--- config.mk ---
export PLATFORM = sky130hd
export DESIGN_NAME = seg_scan_ctrl
export DESIGN_NICKNAME = d
export VERILOG_FILES = /design/src/rtl/seg_pkg.sv /design/src/rtl/hex7seg.sv /design/src/rtl/seg_scan_ctrl.sv
export SDC_FILE = /design/constraint.sdc
export NUM_CORES = 1
export LEC_CHECK = 0
export ABC_AREA = 1
export CAP_MARGIN = 20
export CORE_MARGIN = 3
export CORE_UTILIZATION = 45
export CTS_BUF_LIST = sky130_fd_sc_hd__clkbuf_8
export CTS_CLUSTER_SIZE = 10
export DETAILED_ROUTE_END_ITERATION = 10
export PLACE_DENSITY = 0.73
export SLEW_MARGIN = 0
export SYNTH_ARGS = -nofsm -noshare
export SYNTH_HDL_FRONTEND = slang
export SYNTH_HIERARCHICAL = 1
export SYNTH_SLANG_ARGS = --single-unit
--- constraint.sdc ---
create_clock -name clk -period 3.9 [get_ports clk]
set_input_delay 0.78 -clock clk [delete_from_list [all_inputs] [get_ports clk]]
set_output_delay 0.78 -clock clk [all_outputs]
set_load 0.005 [all_outputs]
--- src/rtl/seg_pkg.sv ---
// Shared types and constants for the multiplexed seven-segment scanner.
// The SEG_BLINK_EN macro adds a per-digit blink field to the display frame.
package seg_pkg;

  localparam int NUM_SLOTS = 4;
  localparam int BANK_W    = 8;

  localparam logic [6:0] SEG_0 = 7'h3F;
  localparam logic [6:0] SEG_1 = 7'h06;
  localparam logic [6:0] SEG_2 = 7'h5B;
  localparam logic [6:0] SEG_3 = 7'h4F;
  localparam logic [6:0] SEG_4 = 7'h66;
  localparam logic [6:0] SEG_5 = 7'h6D;
  localparam logic [6:0] SEG_6 = 7'h7D;
  localparam logic [6:0] SEG_7 = 7'h07;
  localparam logic [6:0] SEG_8 = 7'h7F;
  localparam logic [6:0] SEG_9 = 7'h6F;
  localparam logic [6:0] SEG_A = 7'h77;
  localparam logic [6:0] SEG_B = 7'h7C;
  localparam logic [6:0] SEG_C = 7'h39;
  localparam logic [6:0] SEG_D = 7'h5E;
  localparam logic [6:0] SEG_E = 7'h79;
  localparam logic [6:0] SEG_F = 7'h71;
  localparam logic [BANK_W-1:0] SEG_BLANK = 8'h00;
  localparam logic [BANK_W-1:0] SEG_DP    = 8'h80;

  typedef struct packed {
    logic [31:0] data;
    logic [7:0]  mask;
    logic [7:0]  dp;
`ifdef SEG_BLINK_EN
    logic [7:0]  blink;
`endif
  } frame_t;

  // Power-up frame: every digit dark until the first commit.
  localparam frame_t FRAME_RESET = '{
    data:  32'h0000_0000,
    mask:  8'hFF,
`ifdef SEG_BLINK_EN
    dp:    8'h00,
    blink: 8'h00
`else
    dp:    8'h00
`endif
  };

  function automatic logic [6:0] seg_decode(input logic [3:0] nib);
    case (nib)
      4'h0:    seg_decode = SEG_0;
      4'h1:    seg_decode = SEG_1;
      4'h2:    seg_decode = SEG_2;
      4'h3:    seg_decode = SEG_3;
      4'h4:    seg_decode = SEG_4;
      4'h5:    seg_decode = SEG_5;
      4'h6:    seg_decode = SEG_6;
      4'h7:    seg_decode = SEG_7;
      4'h8:    seg_decode = SEG_8;
      4'h9:    seg_decode = SEG_9;
      4'hA:    seg_decode = SEG_A;
      4'hB:    seg_decode = SEG_B;
      4'hC:    seg_decode = SEG_C;
      4'hD:    seg_decode = SEG_D;
      4'hE:    seg_decode = SEG_E;
      4'hF:    seg_decode = SEG_F;
      default: seg_decode = 7'h00;
    endcase
  endfunction

endpackage

--- src/rtl/hex7seg.sv ---
// Combinational nibble-to-segment decoder; output is {dp,g,f,e,d,c,b,a}.
module hex7seg
  import seg_pkg::*;
(
  input  logic [3:0]        nibble_i,
  input  logic              dp_i,
  output logic [BANK_W-1:0] seg_o
);

  assign seg_o = {dp_i, seg_decode(nibble_i)};

endmodule

--- src/rtl/seg_scan_ctrl.sv ---
// Two-bank, four-slot seven-segment scan controller with a shadow/active frame buffer.
// Optional macro SEG_BLINK_EN adds wr_blink and a frame-rate blink phase.
module seg_scan_ctrl
  import seg_pkg::*;
#(
  parameter int DIV   = 100000,
  parameter int GUARD = 16
`ifdef SEG_BLINK_EN
  ,
  parameter int BLINK_FRAMES = 64
`endif
) (
  input  logic              clk,
  input  logic              rst_n,
  input  logic              wr_valid,
  output logic              wr_ready,
  input  logic [31:0]       wr_data,
  input  logic [7:0]        wr_mask,
  input  logic [7:0]        wr_dp,
`ifdef SEG_BLINK_EN
  input  logic [7:0]        wr_blink,
`endif
  output logic [BANK_W-1:0] seg_data_left,
  output logic [BANK_W-1:0] seg_data_right,
  output logic [BANK_W-1:0] seg_cs,
  output logic              frame_done
);

  localparam int DIV_W = (DIV > 1) ? $clog2(DIV) : 1;

  logic [DIV_W-1:0]  div_q, div_d;
  logic [1:0]        slot_q, slot_d;
  frame_t            shadow_q, shadow_d;
  frame_t            active_q, active_d;
  frame_t            wr_frame_s;
  logic              pending_q, pending_d;
  logic              wr_ready_q;
  logic              frame_done_q;
  logic [BANK_W-1:0] seg_cs_q, seg_cs_d;
  logic [BANK_W-1:0] seg_l_q, seg_l_d;
  logic [BANK_W-1:0] seg_r_q, seg_r_d;
  logic              slot_end_s, wrap_s, accept_s, guard_s;
  logic [2:0]        left_idx_s, right_idx_s;
  logic [3:0]        left_nib_s, right_nib_s;
  logic [BANK_W-1:0] left_pat_s, right_pat_s;
  logic              left_dark_s, right_dark_s;
  logic [7:0]        dark_vec_s;

  assign slot_end_s = (div_q == DIV_W'(DIV - 1));
  assign wrap_s     = slot_end_s && (slot_q == 2'd3);
  assign accept_s   = wr_valid && wr_ready_q;

  assign wr_frame_s.data = wr_data;
  assign wr_frame_s.mask = wr_mask;
  assign wr_frame_s.dp   = wr_dp;

`ifdef SEG_BLINK_EN
  localparam int BLK_W = (BLINK_FRAMES > 1) ? $clog2(BLINK_FRAMES) : 1;

  logic [BLK_W-1:0] blink_cnt_q, blink_cnt_d;
  logic             blink_phase_q, blink_phase_d;

  assign wr_frame_s.blink = wr_blink;

  // Blink phase flips once every BLINK_FRAMES frame wraps.
  always_comb begin
    blink_cnt_d   = blink_cnt_q;
    blink_phase_d = blink_phase_q;
    if (wrap_s) begin
      if (blink_cnt_q == BLK_W'(BLINK_FRAMES - 1)) begin
        blink_cnt_d   = '0;
        blink_phase_d = ~blink_phase_q;
      end else begin
        blink_cnt_d = blink_cnt_q + BLK_W'(1);
      end
    end else begin
      blink_cnt_d   = blink_cnt_q;
      blink_phase_d = blink_phase_q;
    end
  end

  // Blink counter and phase registers.
  always_ff @(posedge clk or negedge rst_n) begin
    if (!rst_n) begin
      blink_cnt_q   <= '0;
      blink_phase_q <= 1'b0;
    end else begin
      blink_cnt_q   <= blink_cnt_d;
      blink_phase_q <= blink_phase_d;
    end
  end

  assign dark_vec_s = active_d.mask | (active_d.blink & {8{blink_phase_d}});
`else
  assign dark_vec_s = active_d.mask;
`endif

  // Slot timing: divider wraps at DIV-1 and advances the 2-bit slot counter.
  always_comb begin
    if (slot_end_s) begin
      div_d  = '0;
      slot_d = slot_q + 2'd1;
    end else begin
      div_d  = div_q + DIV_W'(1);
      slot_d = slot_q;
    end
  end

  // Shadow/active handshake; accept and commit are exclusive since ready = !pending.
  always_comb begin
    shadow_d  = shadow_q;
    active_d  = active_q;
    pending_d = pending_q;
    if (accept_s) begin
      shadow_d  = wr_frame_s;
      pending_d = 1'b1;
    end else if (wrap_s && pending_q) begin
      active_d  = shadow_q;
      pending_d = 1'b0;
    end else begin
      pending_d = pending_q;
    end
  end

  // Outputs are computed from next state so cs and segments move on one edge.
  assign left_idx_s   = 3'd7 - {1'b0, slot_d};
  assign right_idx_s  = 3'd3 - {1'b0, slot_d};
  assign left_nib_s   = active_d.data[{left_idx_s, 2'b00} +: 4];
  assign right_nib_s  = active_d.data[{right_idx_s, 2'b00} +: 4];
  assign left_dark_s  = dark_vec_s[left_idx_s];
  assign right_dark_s = dark_vec_s[right_idx_s];
  assign guard_s      = int'({1'b0, div_d}) < GUARD;

  hex7seg u_hex_left (
    .nibble_i (left_nib_s),
    .dp_i     (active_d.dp[left_idx_s]),
    .seg_o    (left_pat_s)
  );

  hex7seg u_hex_right (
    .nibble_i (right_nib_s),
    .dp_i     (active_d.dp[right_idx_s]),
    .seg_o    (right_pat_s)
  );

  // Output next-state: blank during guard, per-bank blank for dark digits.
  always_comb begin
    if (guard_s) begin
      seg_cs_d = 8'h00;
      seg_l_d  = SEG_BLANK;
      seg_r_d  = SEG_BLANK;
    end else begin
      seg_cs_d = (8'h80 >> slot_d) | (8'h08 >> slot_d);
      seg_l_d  = left_dark_s  ? SEG_BLANK : left_pat_s;
      seg_r_d  = right_dark_s ? SEG_BLANK : right_pat_s;
    end
  end

  // State and output registers.
  always_ff @(posedge clk or negedge rst_n) begin
    if (!rst_n) begin
      div_q        <= '0;
      slot_q       <= 2'd0;
      shadow_q     <= FRAME_RESET;
      active_q     <= FRAME_RESET;
      pending_q    <= 1'b0;
      wr_ready_q   <= 1'b1;
      frame_done_q <= 1'b0;
      seg_cs_q     <= 8'h00;
      seg_l_q      <= SEG_BLANK;
      seg_r_q      <= SEG_BLANK;
    end else begin
      div_q        <= div_d;
      slot_q       <= slot_d;
      shadow_q     <= shadow_d;
      active_q     <= active_d;
      pending_q    <= pending_d;
      wr_ready_q   <= ~pending_d;
      frame_done_q <= wrap_s;
      seg_cs_q     <= seg_cs_d;
      seg_l_q      <= seg_l_d;
      seg_r_q      <= seg_r_d;
    end
  end

  assign wr_ready       = wr_ready_q;
  assign frame_done     = frame_done_q;
  assign seg_cs         = seg_cs_q;
  assign seg_data_left  = seg_l_q;
  assign seg_data_right = seg_r_q;

endmodule

-- Word-level counts from Yosys, hierarchy flattened
Memories as Yosys holds them, arrays and structs flattened.
Cells that the tools add are included.
Widths: inputs -> output; s select.
- register bits: 142
- bits in read-only memories: 224
- input port bits: 51
- output and inout bits: 26
- logic and storage cells: 53
- memories: 2
- memory list (name ; words ; bits a word ; read ports ; clocked after memory_dff ; wr ports ; line ; RTL):
    (name not given) ; 16 ; 7 ; 1 ; 0 ; 0 ; seg_pkg.sv:49 ; case (nib)
    (name not given) ; 16 ; 7 ; 1 ; 0 ; 0 ; seg_pkg.sv:49 ;
- add/subtract/negate cells: 4
- magnitude comparators: 3
- equal/unequal tests: 2
- shift-type cells: 4
- mux-type cells: 19
- bitwise gates (word level): 2
- reduce and logical (&&, ||, !) cells: 3
- operator list (cell ; number):
    $mux 48 ; 2
    $shiftx 32x6->4 ; 2
    $mux 8 ; 5
    $add 17x1->17 const B ; 1
    $eq 17x17->1 const B ; 1
    $lt 17x5->1 const B ; 1
    $mux 17 ; 1
    $bmux 1 s3 ; 4
    $lt 3x4->1 const B ; 2
    $or 8x8->8 ; 1
    $shr 4x2->8 const A ; 1
    $shr 8x2->8 const A ; 1
    $mux 1 ; 6
    $logic_and 1x1->1 ; 3
    $sub 2x2->3 const A ; 1
    $sub 3x2->3 const A ; 1
    $add 2x1->2 const B ; 1
    $eq 2x2->1 const B ; 1
    $mux 2 ; 1
    $not 1->1 ; 1

-- Logic depth before layout (Yosys ltp)
Gate-level depths: netlist (run 1).
- depth in word-level cells: 9
- depth in mapped cells: 22
- mapped depth without buffers: 21

-- Cells and area by module
Netlist (run 1), hierarchy kept.
- modules (own cells, without submodules) (module ; times used ; cells each ; area each (µm²) ; seq. area each (µm²)):
    seg_scan_ctrl ; 1 ; 791 ; 6268.5 ; 3474.6
    hex7seg ; 2 ; 53 ; 277.8 ; 0.0

-- Least setup slack after synthesis (run 1)
OpenSTA, ideal clock, no wires.
- path type: input port to flip-flop
- from: in wr_valid
- to: reg seg_r_q[3] (netlist: seg_data_right[3])
- library setup time: 0.119 ns
- data arrival time: 2.743 ns
- data required time: 3.781 ns
- slack: 1.038 ns
- cell stages on the path: 18
- path buffers: 2
- cell sequence: nand2_1 > inv_1 > nor2_2 > nand3_4 > buf_6 > buf_6 > o21ai_1 > nor2_1 > a21oi_1 > nand2_1 > inv_1 > ha_1 > nand2_1 > o21ai_0 > nand2_1 > nand2_1 > nand2_1 > nor2_1
- cells in the longest elaborated chain, start to end: 6
- elaborated cells on any way between the ends: 8
- those cells by class: shift (1); mux (5); reduce/logical (1); memory (1)
- RTL lines (what ; line ; RTL):
    start: declaration ; seg_scan_ctrl.sv:15 ; input logic wr_valid,
    $logic_and 1x1->1 ; seg_scan_ctrl.sv:51 ; assign accept_s = wr_valid && wr_ready_q;
    $mux 48 ; seg_scan_ctrl.sv:114 ; if (accept_s) begin
    $shiftx 32x6->4 ; seg_scan_ctrl.sv:129 ; assign right_nib_s = active_d.data[{right_idx_s, 2'b00} +: 4];
    net right_nib_s[1] ; seg_scan_ctrl.sv:44 ; logic [3:0] left_nib_s, right_nib_s;
    $mem_v2 16x7 ; -- ;
    net right_pat_s[3] ; seg_scan_ctrl.sv:45 ; logic [BANK_W-1:0] left_pat_s, right_pat_s;
    $mux 8 ; seg_scan_ctrl.sv:155 ; seg_r_d = right_dark_s ? SEG_BLANK : right_pat_s;
    $mux 8 ; seg_scan_ctrl.sv:148 ; if (guard_s) begin
    net seg_r_d[3] ; seg_scan_ctrl.sv:41 ; logic [BANK_W-1:0] seg_r_q, seg_r_d;
    end signal: assignment ; seg_scan_ctrl.sv:182 ; seg_r_q <= seg_r_d;
    end: declaration ; seg_scan_ctrl.sv:41 ;
The timed path passes the listed nets, and every way through them passes these cells. The select of a mux whose other input is x is not followed.
A chain may end at the register's enable or synchronous reset.

-- Final worst setup path (run 1)
- from: reg div_q[0]
- to: reg seg_l_q[3] (netlist: seg_data_left[3])
- cells in the longest elaborated chain, start to end: 9
- elaborated cells on any way between the ends: 16
- those cells by class: add/sub (2); order compare (1); eq/ne (1); shift (1); mux (8); reduce/logical (2); memory (1)
- RTL lines (what ; line ; RTL):
    start: declaration ; seg_scan_ctrl.sv:31 ; logic [DIV_W-1:0] div_q, div_d;
    start signal: assignment ; seg_scan_ctrl.sv:173 ; div_q <= div_d;
    $eq 17x17->1 (*) ; seg_scan_ctrl.sv:49 ; assign slot_end_s = (div_q == DIV_W'(DIV - 1));
    branches (longest 4 deep; another with $sub 3x2->3) ; -- ;
    $shiftx 32x6->4 (*) ; seg_scan_ctrl.sv:128 ; assign left_nib_s = active_d.data[{left_idx_s, 2'b00} +: 4];
    net left_nib_s[0] ; seg_scan_ctrl.sv:44 ;
    $mem_v2 16x7 (*) ; -- ;
    net left_pat_s[3] ; seg_scan_ctrl.sv:45 ;
    $mux 8 (*) ; seg_scan_ctrl.sv:154 ; seg_l_d = left_dark_s ? SEG_BLANK : left_pat_s;
    $mux 8 (*) ; seg_scan_ctrl.sv:148 ;
    net seg_l_d[3] ; seg_scan_ctrl.sv:40 ; logic [BANK_W-1:0] seg_l_q, seg_l_d;
    end signal: assignment ; seg_scan_ctrl.sv:181 ; seg_l_q <= seg_l_d;
    end: declaration ; seg_scan_ctrl.sv:40 ;
Mark *: on every way through the listed nets, which the timed path passes. The select of a mux whose other input is x is not followed.

==> out/metrics.csv, run 1 <==
stage,metric,value,unit
critical_path,Worst path slowest cell,sky130_fd_sc_hd__nand3_4,
clock_tree,cells resized by post-CTS repair,0,
synth,synthesized instance count,897,
sta,"Hold Vio Cnt, Final",0,
sta,shortest period the worst path allows,3450,ps
clock_tree,count of clock tree sinks,138,
clock_tree,CTS H-tree lvls,4,
route,DRT iter0 DRCs,515,
run,max-capacitance violation count,0,
clock_tree,clock buffers created by TritonCTS,17,
sta,final count of pins violating max slew,0,
critical_path,startpoint-to-endpoint class of the critical path,reg2reg,
route,routed via count,5427,
floorplanning,Die Wd,129,um
critical_path,type of element launching the critical path,register,
place,total instance count after detailed placement,1136,
power,Static Leakage,0.00450,uW
floorplanning,I/O pin count,77,
sta,slew at the pin with the worst max-slew slack,665,ps
final_layout,Inserted Diodes,0,
synth,ranking of synthesized cells by instance count,"sky130_fd_sc_hd__nand2_1, sky130_fd_sc_hd__inv_1, sky130_fd_sc_hd__dfrtp_1",
sta,unrepaired setup endpoints after global routing,false,
sta,post-layout worst setup margin,452,ps
route,final wirelength,14600,um
place,HPWL after DPL,10400,um
global_route,initial antenna violation count,0,
global_route,aggregate global-route resource usage,19.0,%
sta,sum of negative setup slack,0,ps
synth,top-count cell post-synth,sky130_fd_sc_hd__nand2_1,
place,IO buf count,76,
synth,"area leader, netlist",sky130_fd_sc_hd__dfrtp_1,
synth,cell area after technology mapping,6820,um^2
clock_tree,Clock transition at path regs,80,ps
global_route,total overflow reported by the global router,0,
floorplanning,number of rows created at floorplan,44,
clock_tree,Max Root-Sink Buffers,2,
critical_path,arrival time reported for the critical path endpoint,3770,ps
route,number of routed nets with antenna violations,0,
sta,slew margin rel.,55.7,%
floorplanning,die height,129,um
final_layout,Final Core Density,55.7,%
floorplanning,Initial Utilization,46.4,%
synth,part of the Yosys area used for sequential elements,50.9,%
final_layout,final-layout fill cell count,1363,
final_layout,Layout area overhead,20.0,%
global_route,maximum number of pins on one net before global-route repair,73,
global_route,number of global-route vias before repair,5137,
floorplanning,DIE AREA,16700,um^2
power,power density over cell area,351,nW/um^2
critical_path,crit-path cells,ha_1 > nand2_1 > nor2_4 > nand3_2 > nor2_4 > nand3_4 > o21ai_0 > nor2_1 > a21oi_1 > nand2_1 > inv_1 > ha_1 > nand2_1 > o21ai_0 > nand2_1 > nand2_1 > nand2_1 > nor2_1,
critical_path,most used cell along the critical path,sky130_fd_sc_hd__nand2_1,
clock_tree,TritonCTS clock tree,yes,
synth,proportion of register bits with asynchronous set or reset after synthesis,100,%
final_layout,layout cells sized above 1,8.74,%
final_layout,final-stage net count,1038,
place,Post-Place Worst Slack,315,ps
synth,number of synthesized flops with an enable pin,0,
synth,leading cell types by total area after synthesis,"sky130_fd_sc_hd__dfrtp_1, sky130_fd_sc_hd__nand2_1, sky130_fd_sc_hd__inv_1, sky130_fd_sc_hd__dfstp_2, sky130_fd_sc_hd__nor2_1",
synth,nets in the synthesized netlist,964,
final_layout,Finished Layout Cells,1168,
route,wire length per cell after detailed routing,12.5,um
synth,primary flip-flop cell chosen by synthesis mapping,sky130_fd_sc_hd__dfrtp_1,
global_route,first-pass GRT wire length,25100,um
synth,number of register bits inferred by synthesis,138,
critical_path,critical path peak fanout,45,
sta,max frequency,0.290,GHz
route,Residual DRC,0,
synth,yosys warns,6,
power,largest voltage drop on the vdd net,0.221,mV
critical_path,endpoint type of the worst setup path,register,
synth,proportion of netlist area held by the largest area contributor,44.4,%
critical_path,"Data required, critical path",4220,ps
clock_tree,cell at the root of the clock tree,sky130_fd_sc_hd__clkbuf_8,
power,Total Power,2870,uW
floorplanning,placeable core region,14700,um^2
status,status,completed,
synth,Post-Syn Area per Cell,7.61,um^2
route,length of the first detailed-routing pass in iterations,4,
sta,final setup skew,14.2,ps
place,GP Congestion,0.894,
clock_tree,clock latency at the later pin of the worst-skew pair,450,ps
min_path,worst hold path class,in2async,
clock_tree,hold_buf cts,0,
critical_path,highest cell delay on the worst timing path,430,ps
sta,total of endpoints with negative setup slack in the final report,0,
sta,final worst-path cycle share,88.4,%
route,via-per-instance ratio,4.65,
clock_tree,number of post-CTS setup repair buffers,0,
synth,Cell variety after synth,29,
==> critical path, delay by kind of cell, from the launching register on <==
| family | cells | cell delay [ps] |
|---|---|---|
| fa+ha+maj | 2 | 480 |
| buf+inv | 1 | 160 |
| compound gates | 3 | 650 |
| simple gates | 12 | 1610 |
| flops | 1 | 390 |
==> area by class of cell <==
| cell class | count | area (um^2) | share of cell area (%) |
|---|---|---|---|
| clock buffers | 18 | 248 | 3.03 |
| flip-flops and latches | 138 | 3470 | 42.4 |
| multi-input cells | 566 | 2560 | 31.3 |
| well taps | 184 | 230 | 2.81 |
| inverters | 162 | 608 | 7.43 |
| clock inverters | 14 | 218 | 2.66 |
| repair buffers | 86 | 850 | 10.4 |
==> path summary, 6_finish.rpt <==
kind | cells after the start | slack (ps) | endpoint | from
min in group clk | 2 | 480 | shadow_q[37] | shadow_q[37]
min | 1 | 330 | div_q[13] | rst_n
max | 18 | 450 | seg_data_left[3] | div_q[0]
min reg2reg | 2 | 480 | shadow_q[37] | shadow_q[37]
max in group asynchronous | 2 | 2760 | active_q[11] | rst_n
max reg2reg | 18 | 450 | seg_data_left[3] | div_q[0]
==> routing by layer <==
metal	track usage, %	up-vias	share of wire, %	routed length (um)
met1	28.2	2491	51	7410
li1	-	2824	-	-
met3	4.04	17	3.8	556
met5	0	-	0	0
met2	27.8	95	44	6420
met4	6.42	0	1.5	214
==> placed cells by master (no fill, tap or decap) <==
master and n:
sky130_fd_sc_hd__a21o_1 1, sky130_fd_sc_hd__a21oi_1 21, sky130_fd_sc_hd__buf_12 1, sky130_fd_sc_hd__buf_4 9, sky130_fd_sc_hd__buf_6 1, sky130_fd_sc_hd__bufinv_16 5
sky130_fd_sc_hd__clkbuf_8 18, sky130_fd_sc_hd__clkdlybuf4s50_1 75, sky130_fd_sc_hd__clkinv_2 1, sky130_fd_sc_hd__clkinv_4 2, sky130_fd_sc_hd__dfrtp_1 121, sky130_fd_sc_hd__dfstp_2 17
sky130_fd_sc_hd__ha_1 16, sky130_fd_sc_hd__inv_1 157, sky130_fd_sc_hd__inv_2 6, sky130_fd_sc_hd__inv_4 1, sky130_fd_sc_hd__inv_6 4, sky130_fd_sc_hd__nand2_1 322
sky130_fd_sc_hd__nand2_2 8, sky130_fd_sc_hd__nand3_1 27, sky130_fd_sc_hd__nand3_2 1, sky130_fd_sc_hd__nand3_4 1, sky130_fd_sc_hd__nand4_1 15, sky130_fd_sc_hd__nand4_2 1
sky130_fd_sc_hd__nor2_1 84, sky130_fd_sc_hd__nor2_2 2, sky130_fd_sc_hd__nor2_4 2, sky130_fd_sc_hd__nor3_1 2, sky130_fd_sc_hd__o21ai_0 47, sky130_fd_sc_hd__o21ai_1 4
sky130_fd_sc_hd__o21ai_2 6, sky130_fd_sc_hd__o21bai_1 2, sky130_fd_sc_hd__xor2_1 4
==> metrics by stage <==
| step | hold WS (ps) | cell area [um^2] |
|---|---|---|
| floorplan | 444 | 6820 |
| global placement | 461 | 7720 |
| detailed placement | 462 | 7720 |
| CTS | 343 | 8190 |
| global route | 372 | 8190 |
| finish | 332 | 8190 |
==> registers in the layout (all words and copies together) (netlist names) <==
register	cells
active_q	48
div_q	17
frame_done	1
pending_q	1
seg_cs	4
seg_data_left	8
seg_data_right	8
shadow_q	48
slot_q	2
wr_ready	1
==> where the power goes <==
| group | internal, uW | switching, uW |
|---|---|---|
| Sequential | 1430 | 0 |
| Combinational | 45.3 | 33.2 |
| Clock | 786 | 576 |
| Total | 2260 | 609 |
==> logic make-up after synthesis <==
group / after synthesis / synth area share [%]
AND/OR/NAND/NOR: 465 / 27.7
buffers and inverters: 193 / 11.6
flip-flops: 138 / 50.9
XOR/XNOR: 4 / 0.513
AO/OA/AOI/OAI: 81 / 6.38
adder cells (fa/ha/maj): 16 / 2.93
No activity file was read; power rests on OpenSTA's default activity.
==> run 2, diff against run 1 <==
--- a/config.mk
+++ b/config.mk
@@ -6,7 +6,7 @@
 export NUM_CORES = 1
 export LEC_CHECK = 0
 export ABC_AREA = 1
-export CAP_MARGIN = 20
+export CAP_MARGIN = 30
 export CORE_MARGIN = 3
 export CORE_UTILIZATION = 45
 export CTS_BUF_LIST = sky130_fd_sc_hd__clkbuf_8
==> results of run 2 <==
Same layout as run 1: the final DEF is identical, and so are final timing and power.
==> run 3, diff against run 2 <==
--- a/config.mk
+++ b/config.mk
@@ -12,7 +12,7 @@
 export CTS_BUF_LIST = sky130_fd_sc_hd__clkbuf_8
 export CTS_CLUSTER_SIZE = 10
 export DETAILED_ROUTE_END_ITERATION = 10
-export PLACE_DENSITY = 0.73
+export PLACE_DENSITY = 0.76
 export SLEW_MARGIN = 0
 export SYNTH_ARGS = -nofsm -noshare
 export SYNTH_HDL_FRONTEND = slang
==> constraint.sdc (replaced) <==
create_clock -name clk -period 2.99 [get_ports clk]
set_input_delay 0.598 -clock clk [delete_from_list [all_inputs] [get_ports clk]]
set_output_delay 0.598 -clock clk [all_outputs]
set_load 0.005 [all_outputs]
==> out/metrics.csv, run 3 (same netlist as run 1, synthesis figures left out) <==
stage,metric,value,unit,change
clock_tree,hold_buf cts,0,,unchanged
final_layout,Final Core Density,59.1,%,+3.4 points
sta,sum of negative setup slack,0,ps,unchanged
clock_tree,TritonCTS clock tree,yes,,
sta,slew margin rel.,56.0,%,+0.33 points
route,Residual DRC,0,,unchanged
min_path,worst hold path class,in2async,,
critical_path,reg-to-reg startpoint,div_q[0],,
final_layout,layout cells sized above 1,16.8,%,+8.1 points
global_route,initial antenna violation count,0,,unchanged
sta,final setup skew,13.3,ps,-0.925 ps
floorplanning,I/O pin count,77,,unchanged
route,wire length per cell after detailed routing,12.8,um,+2.2%
power,power density over cell area,412,nW/um^2,+18%
clock_tree,cell at the root of the clock tree,sky130_fd_sc_hd__clkbuf_8,,
global_route,total overflow reported by the global router,0,,unchanged
critical_path,Critical Path Start,div_q[0],,
power,largest voltage drop on the vdd net,0.364,mV,+65%
critical_path,CP top delay family,simple AND/OR/NAND/NOR gates,,
global_route,first-pass GRT wire length,25100,um,+0.14%
sta,slew at the pin with the worst max-slew slack,660,ps,-5.02 ps
route,via-per-instance ratio,4.70,,+1.1%
final_layout,area occupied by multi-input gates,2730,um^2,+6.6%
route,number of routed nets with antenna violations,0,,unchanged
critical_path,Worst path slowest cell,sky130_fd_sc_hd__dfrtp_1,,
power,Static Leakage,0.00474,uW,+5.4%
clock_tree,count of clock tree sinks,138,,unchanged
final_layout,Finished Layout Cells,1213,,+3.9%
run,max-capacitance violation count,0,,unchanged
final_layout,"most common cell after layout, fill and taps aside",sky130_fd_sc_hd__nand2_1,,
global_route,maximum number of pins on one net before global-route repair,71,,-2.7%
clock_tree,clock latency at the later pin of the worst-skew pair,440,ps,about the same
clock_tree,Clock transition at path regs,80,ps,about the same
critical_path,arrival time reported for the critical path endpoint,3210,ps,-560 ps
final_layout,most frequent cells in the layout,"sky130_fd_sc_hd__nand2_1, sky130_fd_sc_hd__inv_1, sky130_fd_sc_hd__dfrtp_1, sky130_fd_sc_hd__nor2_1, sky130_fd_sc_hd__clkdlybuf4s50_1",,
final_layout,combined flip-flop and latch cell area,3480,um^2,about the same
route,routed via count,5700,,+5.0%
global_route,aggregate global-route resource usage,18.8,%,-0.25 points
critical_path,crit-path cells,ha_2 > nand2_2 > nor2_4 > nand3_2 > nor2_4 > buf_6 > nand3_4 > buf_4 > o21ai_2 > nor2_2 > a21oi_2 > nand2_2 > buf_4 > ha_1 > inv_1 > nand2_1 > nand3_1 > nand2_1 > nand2_1 > nor2_1,,
final_layout,final-stage net count,1083,,+4.3%
route,length of the first detailed-routing pass in iterations,5,,+1
floorplanning,DIE AREA,16700,um^2,unchanged
route,final wirelength,15500,um,+6.1%
floorplanning,Die Wd,129,um,unchanged
place,cell area reported after detailed placement,7950,um^2,+2.9%
place,total instance count after detailed placement,1166,,+2.6%
place,HPWL after DPL,10800,um,+3.6%
clock_tree,CTS H-tree lvls,4,,unchanged
place,IO buf count,76,,unchanged
final_layout,Top Registers,"active_q x48, shadow_q x48, div_q x17",,
floorplanning,Initial Utilization,46.4,%,unchanged
sta,shortest period the worst path allows,2900,ps,-551 ps
critical_path,most used cell along the critical path,sky130_fd_sc_hd__nand2_1,,
critical_path,count of buffering cells on the critical path with inverters included,4,,+3
final_layout,final-layout fill cell count,1306,,-4.2%
critical_path,startpoint-to-endpoint class of the critical path,reg2reg,,
floorplanning,die height,129,um,unchanged
critical_path,type of element launching the critical path,register,,
floorplanning,placeable core region,14700,um^2,unchanged
global_route,number of global-route vias before repair,5298,,+3.1%
sta,max frequency,0.345,GHz,+19%
sta,total of endpoints with negative setup slack in the final report,0,,unchanged
power,Total Power,3580,uW,+25%
sta,unrepaired setup endpoints after global routing,true,,
sta,final count of pins violating max slew,0,,unchanged
critical_path,highest cell delay on the worst timing path,380,ps,-50 ps
sta,"Hold Vio Cnt, Final",0,,unchanged
final_layout,Inserted Diodes,0,,unchanged
status,status,completed,,
sta,final worst-path cycle share,96.9,%,+8.5 points
critical_path,"Data required, critical path",3300,ps,-920 ps
critical_path,endpoint type of the worst setup path,register,,
clock_tree,clock buffers created by TritonCTS,17,,unchanged
final_layout,final cell area excluding filler cells,8690,um^2,+6.1%
final_layout,Layout area overhead,27.3,%,
critical_path,reg-to-reg setup timing slack,90,ps,-360 ps
floorplanning,number of rows created at floorplan,44,,unchanged
critical_path,critical path peak fanout,5,,-89%
place,GP Congestion,0.880,,-1.6%
clock_tree,Max Root-Sink Buffers,2,,unchanged
route,DRT iter0 DRCs,505,,-1.9%
run 3: cell count changes in the layout (fill, tap and decap cells not counted), moves of 9 or more:
cell / delta
sky130_fd_sc_hd__nand2_1: -13
sky130_fd_sc_hd__a21oi_2: +9
sky130_fd_sc_hd__nand2_2: +11
sky130_fd_sc_hd__a21oi_1: -9
sky130_fd_sc_hd__o21ai_0: -21
sky130_fd_sc_hd__o21ai_1: +14
sky130_fd_sc_hd__buf_4: +35
run 3: power breakdown:
part           total (uW)  switching [uW]  internal [uW]
Combinational         105            43.8           60.7
Clock                1610             709            901
Sequential           1870               0           1870
run 3: stage by stage:
step / worst slack [ps] / hold WS (ps)
5_1_grt: -101 / 190
6_report: 92.7 / 139
2_1_floorplan: 310 / 302
3_3_place_gp: -38.7 / 462
3_5_place_dp: -110 / 465
4_1_cts: 38.5 / 165
run 3: cell type report:
class,instances,area share [%]
multi-input cells,567,31.4
inverters,162,7.06
clock buffers,17,2.69
repair buffers,130,14.1
clock inverters,15,2.12
flip-flops and latches,138,40.0
well taps,184,2.65
run 3: path summary, 6_finish.rpt:
path / endpoint / cells past startpoint
setup / recovery: seg_data_left[1] / 20
hold / removal: div_q[12] / 1
setup reg to reg: seg_data_left[1] / 20
hold reg to reg: shadow_q[7] / 2
max in group asynchronous: active_q[10] / 2
min in group clk: shadow_q[7] / 2
run 3: what timing repair did:
action / in CTS / in global routing
gates resized for setup: 0 / 81
endpoints found under the setup margin: 0 / 14
buffers inserted: 0 / 12
run 3: routing by layer:
| metal | vias up | global-route usage, % | part of all wire (%) |
|---|---|---|---|
| met5 | - | 0 | 0 |
| met2 | 141 | 28.1 | 46 |
| li1 | 2931 | - | - |
| met3 | 24 | 3.79 | 4.6 |
| met1 | 2604 | 27.3 | 48 |
| met4 | 0 | 6.49 | 1.7 |
